==> config.mk <==
export PLATFORM = sky130hd
export DESIGN_NAME = etapa_id
export DESIGN_NICKNAME = d
export VERILOG_FILES = /design/src/rtl/etapa_id.sv
export SDC_FILE = /design/constraint.sdc
export NUM_CORES = 1
export LEC_CHECK = 0
export CORE_MARGIN = 8
export CORE_UTILIZATION = 55
export DETAILED_ROUTE_END_ITERATION = 10
export HOLD_SLACK_MARGIN = 0.08
export PLACE_DENSITY_LB_ADDON = 0.12
export REMOVE_ABC_BUFFERS = 1
export SLEW_MARGIN = 10
export SYNTH_ARGS = -nofsm -noshare
export SYNTH_HDL_FRONTEND = slang
export SYNTH_SLANG_ARGS = --single-unit
==> constraint.sdc <==
create_clock -name clk -period 7.7 [get_ports clk]
set_input_delay 1.155 -clock clk [delete_from_list [all_inputs] [get_ports clk]]
set_output_delay 1.155 -clock clk [all_outputs]
set_load 0.005 [all_outputs]
==> src/rtl/etapa_id.sv <==
// Decode stage of the vector pipeline: IF/ID latch, vector register file with
// write-first bypass, load-use hazard detection and the RUN/HALTED control FSM.
module etapa_id #(
    parameter int unsigned VEC_W    = 32,
    parameter int unsigned NUM_VREG = 4
) (
    input  logic             clk,
    input  logic             reset_n,
    input  logic [13:0]      instruccion,
    input  logic             flush,
    input  logic             ex_load,
    input  logic [1:0]       ex_rd,
    input  logic             wb_we,
    input  logic [1:0]       wb_addr,
    input  logic [VEC_W-1:0] wb_data,
    output logic             stall,
    output logic             halted,
    output logic             id_valid,
    output logic [3:0]       id_opcode,
    output logic [1:0]       id_vd,
    output logic [VEC_W-1:0] id_vs1_data,
    output logic [VEC_W-1:0] id_vs2_data,
    output logic [3:0]       id_imm,
    output logic             id_we
);

    localparam logic [3:0] OP_NOP  = 4'h0;
    localparam logic [3:0] OP_XOR  = 4'h1;
    localparam logic [3:0] OP_SHL  = 4'h2;
    localparam logic [3:0] OP_SHR  = 4'h3;
    localparam logic [3:0] OP_ROL  = 4'h4;
    localparam logic [3:0] OP_ROR  = 4'h5;
    localparam logic [3:0] OP_ADD  = 4'h6;
    localparam logic [3:0] OP_SUB  = 4'h7;
    localparam logic [3:0] OP_LDV  = 4'h8;
    localparam logic [3:0] OP_STV  = 4'h9;
    localparam logic [3:0] OP_HALT = 4'hF;

    typedef enum logic [0:0] {RUN, HALTED} state_t;

    state_t           state;
    logic [13:0]      ifid_instr;
    logic             ifid_valid;
    logic [VEC_W-1:0] vreg [NUM_VREG];

    logic [3:0]       f_op;
    logic [1:0]       f_vd;
    logic [1:0]       f_vs1;
    logic [1:0]       f_vs2;
    logic [3:0]       f_imm;

    logic [3:0]       dec_op;
    logic             uses_vs1;
    logic             uses_vs2;
    logic             dec_we;
    logic             hazard;
    logic             issue;
    logic [VEC_W-1:0] rd1;
    logic [VEC_W-1:0] rd2;

    assign f_op  = ifid_instr[13:10];
    assign f_vd  = ifid_instr[9:8];
    assign f_vs1 = ifid_instr[7:6];
    assign f_vs2 = ifid_instr[5:4];
    assign f_imm = ifid_instr[3:0];

    // Opcode decode: operand usage and write-enable; unknown opcodes become NOP
    always_comb begin
        dec_op   = f_op;
        uses_vs1 = 1'b0;
        uses_vs2 = 1'b0;
        dec_we   = 1'b0;
        case (f_op)
            OP_XOR, OP_ADD, OP_SUB: begin
                uses_vs1 = 1'b1;
                uses_vs2 = 1'b1;
                dec_we   = 1'b1;
            end
            OP_SHL, OP_SHR, OP_ROL, OP_ROR: begin
                uses_vs1 = 1'b1;
                dec_we   = 1'b1;
            end
            OP_LDV:  dec_we   = 1'b1;
            OP_STV:  uses_vs1 = 1'b1;
            OP_NOP, OP_HALT: ;
            default: dec_op   = OP_NOP;
        endcase
    end

    assign hazard = ifid_valid && ex_load &&
                    ((uses_vs1 && (ex_rd == f_vs1)) || (uses_vs2 && (ex_rd == f_vs2)));

    // Flush squashes the hazard; HALTED freezes fetch; reset forces it low
    assign stall  = reset_n && ((state == HALTED) || (!flush && hazard));
    assign issue  = (state == RUN) && !flush && !hazard && ifid_valid;
    assign halted = (state == HALTED);

    // Write-first read ports
    assign rd1 = (wb_we && (wb_addr == f_vs1)) ? wb_data : vreg[f_vs1];
    assign rd2 = (wb_we && (wb_addr == f_vs2)) ? wb_data : vreg[f_vs2];

    always_ff @(posedge clk) begin
        if (!reset_n) begin
            state       <= RUN;
            ifid_instr  <= 14'(0);
            ifid_valid  <= 1'b0;
            id_valid    <= 1'b0;
            id_opcode   <= OP_NOP;
            id_vd       <= 2'(0);
            id_vs1_data <= VEC_W'(0);
            id_vs2_data <= VEC_W'(0);
            id_imm      <= 4'(0);
            id_we       <= 1'b0;
            for (int i = 0; i < NUM_VREG; i++) begin
                vreg[i] <= VEC_W'(0);
            end
        end else begin
            if (wb_we) begin
                vreg[wb_addr] <= wb_data;
            end

            if (state == RUN) begin
                if (flush) begin
                    ifid_valid <= 1'b0;
                end else if (!hazard) begin
                    ifid_instr <= instruccion;
                    ifid_valid <= 1'b1;
                end
            end

            // Non-issuing cycles present a fully cleared bubble
            id_valid    <= issue;
            id_opcode   <= issue ? dec_op : OP_NOP;
            id_vd       <= issue ? f_vd : 2'(0);
            id_vs1_data <= issue ? rd1 : VEC_W'(0);
            id_vs2_data <= issue ? rd2 : VEC_W'(0);
            id_imm      <= issue ? f_imm : 4'(0);
            id_we       <= issue && dec_we;

            if (issue && (f_op == OP_HALT)) begin
                state <= HALTED;
            end
        end
    end

endmodule
Word level (Yosys, flattened, before mapping)
Memory sizes are Yosys's and may differ from the RTL's. A register that Yosys moved wholly into a read port is not among the register bits. Index checks and enable logic that the tools add are counted. W data, S select, Z words.

Equality and inequality tests: 13. Bitwise gates (word level): 3. Reduce and logical (&&, ||, !) cells: 27. Mux-type cells: 12.

Operator list (count): $mux W32 (1); $reduce_or A32 Y1 (1); $eq A4 B3 Y1 const B (4); $reduce_or A8 Y1 (2); $eq A4 B4 Y1 const B (3); $logic_and A1 B1 Y1 (11); $reduce_or A11 Y1 (1); $mux W1 (10); $eq A4 B2 Y1 const B (2); $reduce_and A3 Y1 (2); $eq A2 B2 Y1 (2); $eq A4 B1 Y1 const B (1); $logic_not A1 Y1 (4); $logic_not A4 Y1 (1); $reduce_and A2 Y1 (2); $not A1 Y1 (3); $reduce_or A3 Y1 (1); $logic_or A1 B1 Y1 (2); $mux W2 (1); $ne A2 B2 Y1 const B (1).

Input bits: 55. Memory bits (writable): 128. Memories: 1. Flip-flop bits (word level): 28.

Memory list: vreg (words 4, bits a word 32, read ports 2, clocked after Yosys merged registers in 2, wr ports 4, RTL line 44) `logic [VEC_W-1:0] vreg [NUM_VREG];`.

Longest topological paths before layout
Gate-level depths: netlist (run 1).

Depth after elaboration: 11. Depth in mapped cells: 9. Gate-level depth less buffers: 6.

Least setup slack after synthesis (run 1)
Ideal clock, no wire load.

Path kind: input-to-output. Start: input reset_n. End: output stall. Arrival time: 2.253 ns. Slack: 4.292 ns. Cell stages on the path: 5. Cell sequence: clkbuf_1 -> buf_2 -> clkbuf_1 -> clkbuf_1 -> o21a_1.

Word-level cells in the longest chain between the ends: 1.

RTL lines: start, declared (RTL line 8) `input logic reset_n,`; $logic_and A1 B1 Y1 (RTL line 94) `assign stall = reset_n && ((state == HALTED) || (!flush && hazard));`; end, declared (RTL line 16) `output logic stall,`.

No other way between the ends.

Worst setup path after layout (run 1)
Start: input ex_rd[0]. End: output stall.

Word-level cells in the longest chain between the ends: 7.

RTL lines: start, declared (RTL line 12) `input logic [1:0] ex_rd,`; $eq A2 B2 Y1 (RTL line 91) `((uses_vs1 && (ex_rd == f_vs1)) || (uses_vs2 && (ex_rd == f_vs2)));`; $logic_and A1 B1 Y1 (RTL line 91); $logic_or A1 B1 Y1 (*) (RTL line 91); $logic_and A1 B1 Y1 (*) (RTL line 90) `assign hazard = ifid_valid && ex_load &&`; $logic_and A1 B1 Y1 (*) (RTL line 94); $logic_or A1 B1 Y1 (*) (RTL line 94); $logic_and A1 B1 Y1 (*) (RTL line 94).

Every way passes the cells marked *; elsewhere a longest branch is shown, timed or not.

==> results of run 1 <==
layout by cell type (no fill, tap or decap), types with 3 or more instances in the layout:
cell	count
clkdlybuf4s50_1	130
o21ai_0	17
dfxtp_2	4
clkbuf_8	4
edfxtp_1	128
nand2b_2	3
mux4_2	64
nor3_1	3
mux2i_1	64
nand3_1	16
buf_4	12
and2_1	135
clkbuf_16	26
bufinv_16	3
dfxtp_1	88
clkinv_2	4
xor2_1	8
nand2_1	25
and3_1	36
nor2_1	67
logic make-up (layout without fill, tap and decap cells):
kind of cell | Yosys count | in the layout | share of synthesized area (%)
AND/OR/NAND/NOR | 297 | 297 | 16.4
flip-flops | 220 | 220 | 57.3
multiplexers | 128 | 128 | 21.0
buffers and inverters | 62 | 188 | 3.10
AO/OA/AOI/OAI | 25 | 25 | 1.51
XOR/XNOR | 8 | 8 | 0.706
critical path: cells and delay by family:
family          cells  cell delay, ns
compound gates      2            0.65
simple gates        2            0.20
xor+xnor            1            0.18
buf+inv             2            0.97
through the flow:
step           worst slack (ns)  power (mW)
2_1_floorplan              3.13        1.53
3_3_place_gp               3.46        1.64
3_5_place_dp               3.38        1.66
4_1_cts                    3.37        2.86
5_1_grt                    3.32        2.93
6_report                   3.39        2.84
metal layers:
layer | track usage (%) | up-vias | wire [microns]
li1 | - | 2902 | -
met4 | 6.25 | 0 | 379
met2 | 38.1 | 236 | 12700
met5 | 0 | - | 0
met3 | 3.79 | 33 | 1710
met1 | 25.9 | 3215 | 9460
flip-flops by register name (all words and copies together), names as in the netlist:
register / cells
id_vd: 2
ifid_valid: 1
id_imm: 4
id_opcode: 4
id_we: 1
id_valid: 1
vreg: 128
id_vs1_data: 32
halted: 1
id_vs2_data: 32
ifid_instr: 14
worst max-delay path by stage:
stage | start | endpoint | cells past startpoint
after floorplan | ifid_instr[6] | id_opcode[1] | 6
after global placement | ex_rd[0] | stall | 7
after detailed placement | ex_rd[0] | stall | 7
after CTS | ex_rd[0] | stall | 7
after global routing | ex_rd[0] | stall | 7
final | ex_rd[0] | stall | 7
layout make-up:
type / count / area, sq um
multi-input cells: 458 / 3990
clock buffers: 33 / 721
repair buffers: 143 / 1400
flip-flops and latches: 220 / 5690
clock inverters: 11 / 133
well taps: 229 / 287
inverters: 1 / 3.75
fillers: 1280 / 5620
where the power goes:
| part | switching (mW) | internal [mW] | leakage (nW) |
|---|---|---|---|
| clock network | 0.457 | 0.754 | 0.418 |
| logic | 0.144 | 0.148 | 2.37 |
| registers | 0.0278 | 1.31 | 1.99 |
==> results.py, run 1 <==
metrics = {
    "run_status": {
        "status": "completed",
    },
    "sta": {
        "max_freq_ghz": 0.232,
        "setup_viol": 0,
        "hold_viol": 0,
        "worstMarginPinSlew_ns": 1.12,
        "slew_viol_final": 0,
        "finalCritPeriodShare_pct": 56.0,
        "fin_setup_tns_ns": 0,
        "skew_ns": 0.0218,
        "slew-limit-headroom_pct": 25.0,
        "rsz0062_at_grt": "false",
        "period_minus_slack_ns": 4.31,
        "fin_hold_ws_ns": 0.451,
    },
    "clocking": {
        "cts-resized-gates": 0,
        "cts_inserted_buffers": 24,
        "cts_sinks": 220,
        "ctsHoldBuffers": 0,
        "clk_latency_ns": 0.52,
        "htreeDepth": 1,
        "cts_root_buf": "clkbuf_16",
        "cts.clk_slew.worst_paths_ns": 0.06,
        "cts_tree": "built",
        "cts_buffer_depth": 3,
        "post_cts.repair.setup_buffers": 0,
    },
    "synth": {
        "synth_commonest_cells": "and2_1, edfxtp_1, dfxtp_1, nor2_1",
        "yosysMostFrequentCell": "and2_1",
        "ys.flop_type": "edfxtp_1",
        "postSynthCellCount": 740,
        "synth_top_cells_by_area": "edfxtp_1, dfxtp_1, mux4_2",
        "synthArstFlopShare_pct": 0,
        "syn_area_sq_um": 9920,
        "ys_warn_count": 0,
        "yosysUniqueCellTypes": 31,
        "ys_seq_elements": 220,
        "synth.largest_area_cell": "edfxtp_1",
        "synth_edf_count": 128,
        "yosysTopAreaCellShare_pct": 38.7,
        "synth_area_per_cell_sq_um": 13.4,
        "yosysSeqAreaShare_pct": 57.3,
    },
    "global_routing": {
        "gr-total-overflow": 0,
        "antenna_found_initial": 0,
        "grt_pass1_wl_mm": 37.4,
        "grt_use_total_pct": 21.3,
        "grt_pass1_vias": 6890,
        "grt_max_degree": 68,
    },
    "route": {
        "vias_per_cell": 5.83,
        "vias": 6386,
        "firstDrtPassIters": 5,
        "drc": 0,
        "drt-initial-drc-count": 394,
        "routed_wl_mm": 24.3,
        "avgRoutedWirePerCell_microns": 22.2,
        "detail-route-antenna-nets": 0,
    },
    "min_path": {
        "min_from": "ifid_instr[9]",
        "holdPathEnd": "id_vd[1]",
        "hold_class": "reg2reg",
        "whs_path_depth": 1,
    },
    "critical_path": {
        "crit_fanout": 2,
        "reg2reg_depth": 8,
        "slowest_stage": "a2111oi_2",
        "arrival_ns": 3.16,
        "worstSetupPathType": "in2out",
        "rr_endpoint": "id_opcode[0]",
        "worstSetupEndpointType": "primary output",
        "cp.required_ns": 6.55,
        "ff2ff_setup_slack_ns": 4.54,
        "start_kind": "input port",
        "cpPeakStageDelay_ns": 0.54,
        "crit-reg2reg-launch": "ifid_instr[6]",
        "crit_path_cell_trace": "clkdlybuf4s50_1 > xor2_1 > a2111oi_2 > nor2_1 > nor2_1 > o21a_1 > clkdlybuf4s50_1",
    },
    "floorplan": {
        "fp.dieW_microns": 150,
        "start_util_pct": 55.6,
        "rows": 49,
        "fp.coreArea_sq_um": 17800,
        "die_y_microns": 150,
        "ios": 133,
        "dieArea_sq_um": 22600,
    },
    "cells_and_area": {
        "layout-drive-gt1-share_pct": 15.9,
        "fin_nets": 903,
        "diodes": 0,
        "area_growth_pct": 23.2,
        "postLayoutCoreUtil_pct": 68.5,
        "fin_cells": 1095,
        "design_area_sq_um": 12200,
    },
    "power": {
        "peakVddDrop_mv": 0.217,
        "cellLeakagePower_nw": 4.78,
        "power_density_nw_per_um2": 233,
    },
    "place": {
        "globalplace.congestion": 0.775,
        "dp.final_hpwl_mm": 14.1,
        "port_buffers": 132,
        "dpl.cell_count": 1051,
        "dpl_cell_area_sq_um": 11400,
    },
    "run": {
        "maxCapViolations": 0,
    },
}
No activity file was read; power rests on OpenSTA's default activity.
==> run 2: changes to the inputs <==
Settings changed: CORE_UTILIZATION 55 to 50.
Clock period 7.7 ns to 3.8 ns, I/O delays scaled along.
==> run 2 against run 1 <==
Largest power group unchanged; non-clock buffer count increased by 10; highest routed layer unchanged; clock skew decreased by 0.0016 ns; via count increased by 0.34%; final cell count increased by 4.2%; die area increased by 8.9%; sequential power increased by 100%; core utilization decreased by 5.7 points; largest cell class unchanged; critical path depth decreased by 1.
==> results.py, run 2 (same netlist as run 1, synthesis figures left out) <==
metrics = {
    "global_routing": {
        "grt_max_degree": 48,
        "grt_pass1_vias": 6874,
        "grt_use_total_pct": 20.6,
        "gr-total-overflow": 0,
        "grt_pass1_wl_mm": 38.8,
        "antenna_found_initial": 0,
    },
    "route": {
        "avgRoutedWirePerCell_microns": 21.7,
        "drt-initial-drc-count": 459,
        "firstDrtPassIters": 5,
        "met3_length_mm": 1.51,
        "routed_wl_mm": 24.8,
        "wl_met1_mm": 9.77,
        "vias": 6408,
        "vias_per_cell": 5.62,
        "detail-route-antenna-nets": 0,
        "route.met2.wl_mm": 13.1,
        "drc": 0,
        "top_layer": "met4",
    },
    "clocking": {
        "cts_tree": "built",
        "cts_inserted_buffers": 24,
        "cts_sinks": 220,
        "cts.clk_slew.worst_paths_ns": 0.05,
        "clk_latency_ns": 0.52,
        "ctsHoldBuffers": 0,
        "post_cts.repair.setup_buffers": 0,
        "cts_buffer_depth": 3,
        "htreeDepth": 1,
        "cts_root_buf": "clkbuf_16",
        "cts-resized-gates": 0,
    },
    "power": {
        "intPower_mw": 4.13,
        "power.total_mw": 5.41,
        "power_frac_seq_pct": 50.1,
        "p_comb_share_pct": 11.1,
        "clkPwrFrac_pct": 38.8,
        "power_density_nw_per_um2": 443,
        "power_switching_mw": 1.28,
        "cellLeakagePower_nw": 4.77,
        "peakVddDrop_mv": 0.304,
        "p_sw_share_pct": 23.7,
    },
    "cells_and_area": {
        "fin_cells": 1141,
        "area_growth_pct": 23.2,
        "regMostFlops": "vreg",
        "design_area_sq_um": 12200,
        "diodes": 0,
        "fin_nets": 913,
        "final_common_cell": "and2_1",
        "most-common-layout-cells": "and2_1, clkdlybuf4s50_1, edfxtp_1",
        "layout-drive-gt1-share_pct": 15.9,
        "largest_reg_flops": 128,
        "reg_top3": "vreg: 128 flops, id_vs1_data: 32 flops, id_vs2_data: 32 flops",
    },
    "place": {
        "dpl.cell_count": 1096,
        "dp_slack_ns": 0.214,
        "globalplace.congestion": 0.778,
        "dp.final_hpwl_mm": 15.1,
        "dpl_cell_area_sq_um": 11500,
        "port_buffers": 132,
    },
    "critical_path": {
        "cp.depth": 6,
        "cpPeakStageDelay_ns": 0.50,
        "cp_num_buf_inv": 1,
        "start_kind": "register",
        "slowest_stage": "a2111oi_2",
        "cp.required_ns": 3.23,
        "crit_path_cell_trace": "or3b_4 > a2111oi_2 > nor2_1 > nor2_1 > o21a_1 > clkdlybuf4s50_1",
        "crit_end": "stall",
        "arrival_ns": 2.67,
        "worstSetupEndpointType": "primary output",
        "worstSetupPathType": "reg2out",
        "crit_start": "ifid_instr[11]",
        "ff2ff_setup_slack_ns": 1.17,
        "rr_endpoint": "halted",
        "crit_fanout": 10,
        "crit_family": "simple AND/OR/NAND/NOR gates",
        "crit-reg2reg-launch": "ifid_instr[11]",
        "critPathMostFrequentCell": "nor2_1",
        "reg2reg_depth": 7,
    },
    "floorplan": {
        "dieArea_sq_um": 24600,
        "fp.dieW_microns": 157,
        "start_util_pct": 51.0,
        "rows": 51,
        "fp.coreArea_sq_um": 19500,
        "die_y_microns": 157,
        "ios": 133,
    },
    "sta": {
        "max_freq_ghz": 0.308,
        "rsz0062_at_grt": "false",
        "slew-limit-headroom_pct": 30.7,
        "setup_viol": 0,
        "hold_viol": 0,
        "setup_slack_ns": 0.556,
        "finalCritPeriodShare_pct": 85.4,
        "slew_viol_final": 0,
        "period_minus_slack_ns": 3.24,
        "skew_ns": 0.0202,
        "worstMarginPinSlew_ns": 1.04,
    },
    "run_status": {
        "status": "completed",
    },
    "min_path": {
        "hold_class": "reg2reg",
    },
    "run": {
        "maxCapViolations": 0,
    },
}
run 2: cell types whose count changed in the layout (fill, tap and decap cells not counted), sizes merged:
| cell | before | now |
|---|---|---|
| inv | 1 | 2 |
| clkinv | 6 | 12 |
| clkinvlp | 2 | 1 |
| buf | 13 | 23 |
| clkbuf | 33 | 30 |
| bufinv | 3 | 0 |
run 2: metal layers:
| metal | up-vias | track usage (%) |
|---|---|---|
| li1 | 2915 | - |
| met1 | 3255 | 24.6 |
| met2 | 202 | 37.4 |
| met3 | 36 | 4.00 |
| met4 | 0 | 5.54 |
| met5 | - | 0 |
run 2: worst min-delay path by stage:
stage                  start  slack [ns]       endpoint  cells after the start
2_1_floorplan  ifid_instr[0]        0.43      id_imm[0]                      1
3_3_place_gp   ifid_instr[3]        0.44      id_imm[3]                      1
3_5_place_dp   ifid_instr[2]        0.44      id_imm[2]                      1
4_1_cts        ifid_instr[0]        0.45  ifid_instr[0]                      2
5_1_grt        ifid_instr[3]        0.48      id_imm[3]                      1
6_report       ifid_instr[0]        0.45  ifid_instr[0]                      2
run 2: power by group through the flow:
| stage | combinational [mW] | sequential, mW | clock [mW] |
|---|---|---|---|
| floorplan | 0.330 | 2.77 | 0 |
| global placement | 0.588 | 2.75 | 0 |
| detailed placement | 0.601 | 2.76 | 0 |
| CTS | 0.602 | 2.71 | 2.14 |
| global route | 0.647 | 2.73 | 2.24 |
| finish | 0.598 | 2.71 | 2.10 |
run 2: worst register-to-register path: cells and delay by family, from the launching register on:
kind            cells  cell delay (ns)
compound gates      2             0.64
buf+inv             2             0.55
flops               1             0.40
simple gates        3             0.92
run 2: cell type report:
class                   instances  area (sq um)
clock buffers                  30           623
clock inverters                14          78.8
fillers                      1518          7240
inverters                       1          3.75
multi-input cells             458          3990
flip-flops and latches        220          5690
well taps                     265           332
repair buffers                153          1500
run 2: stage by stage:
step / utilization, % / TNS (ns) / hold slack (ns)
floorplan: - / -44.47 / 0.430
global placement: 59.1 / 0 / 0.437
detailed placement: 59.1 / 0 / 0.445
CTS: 62.7 / 0 / 0.455
global route: 62.8 / 0 / 0.476
finish: 62.8 / 0 / 0.452
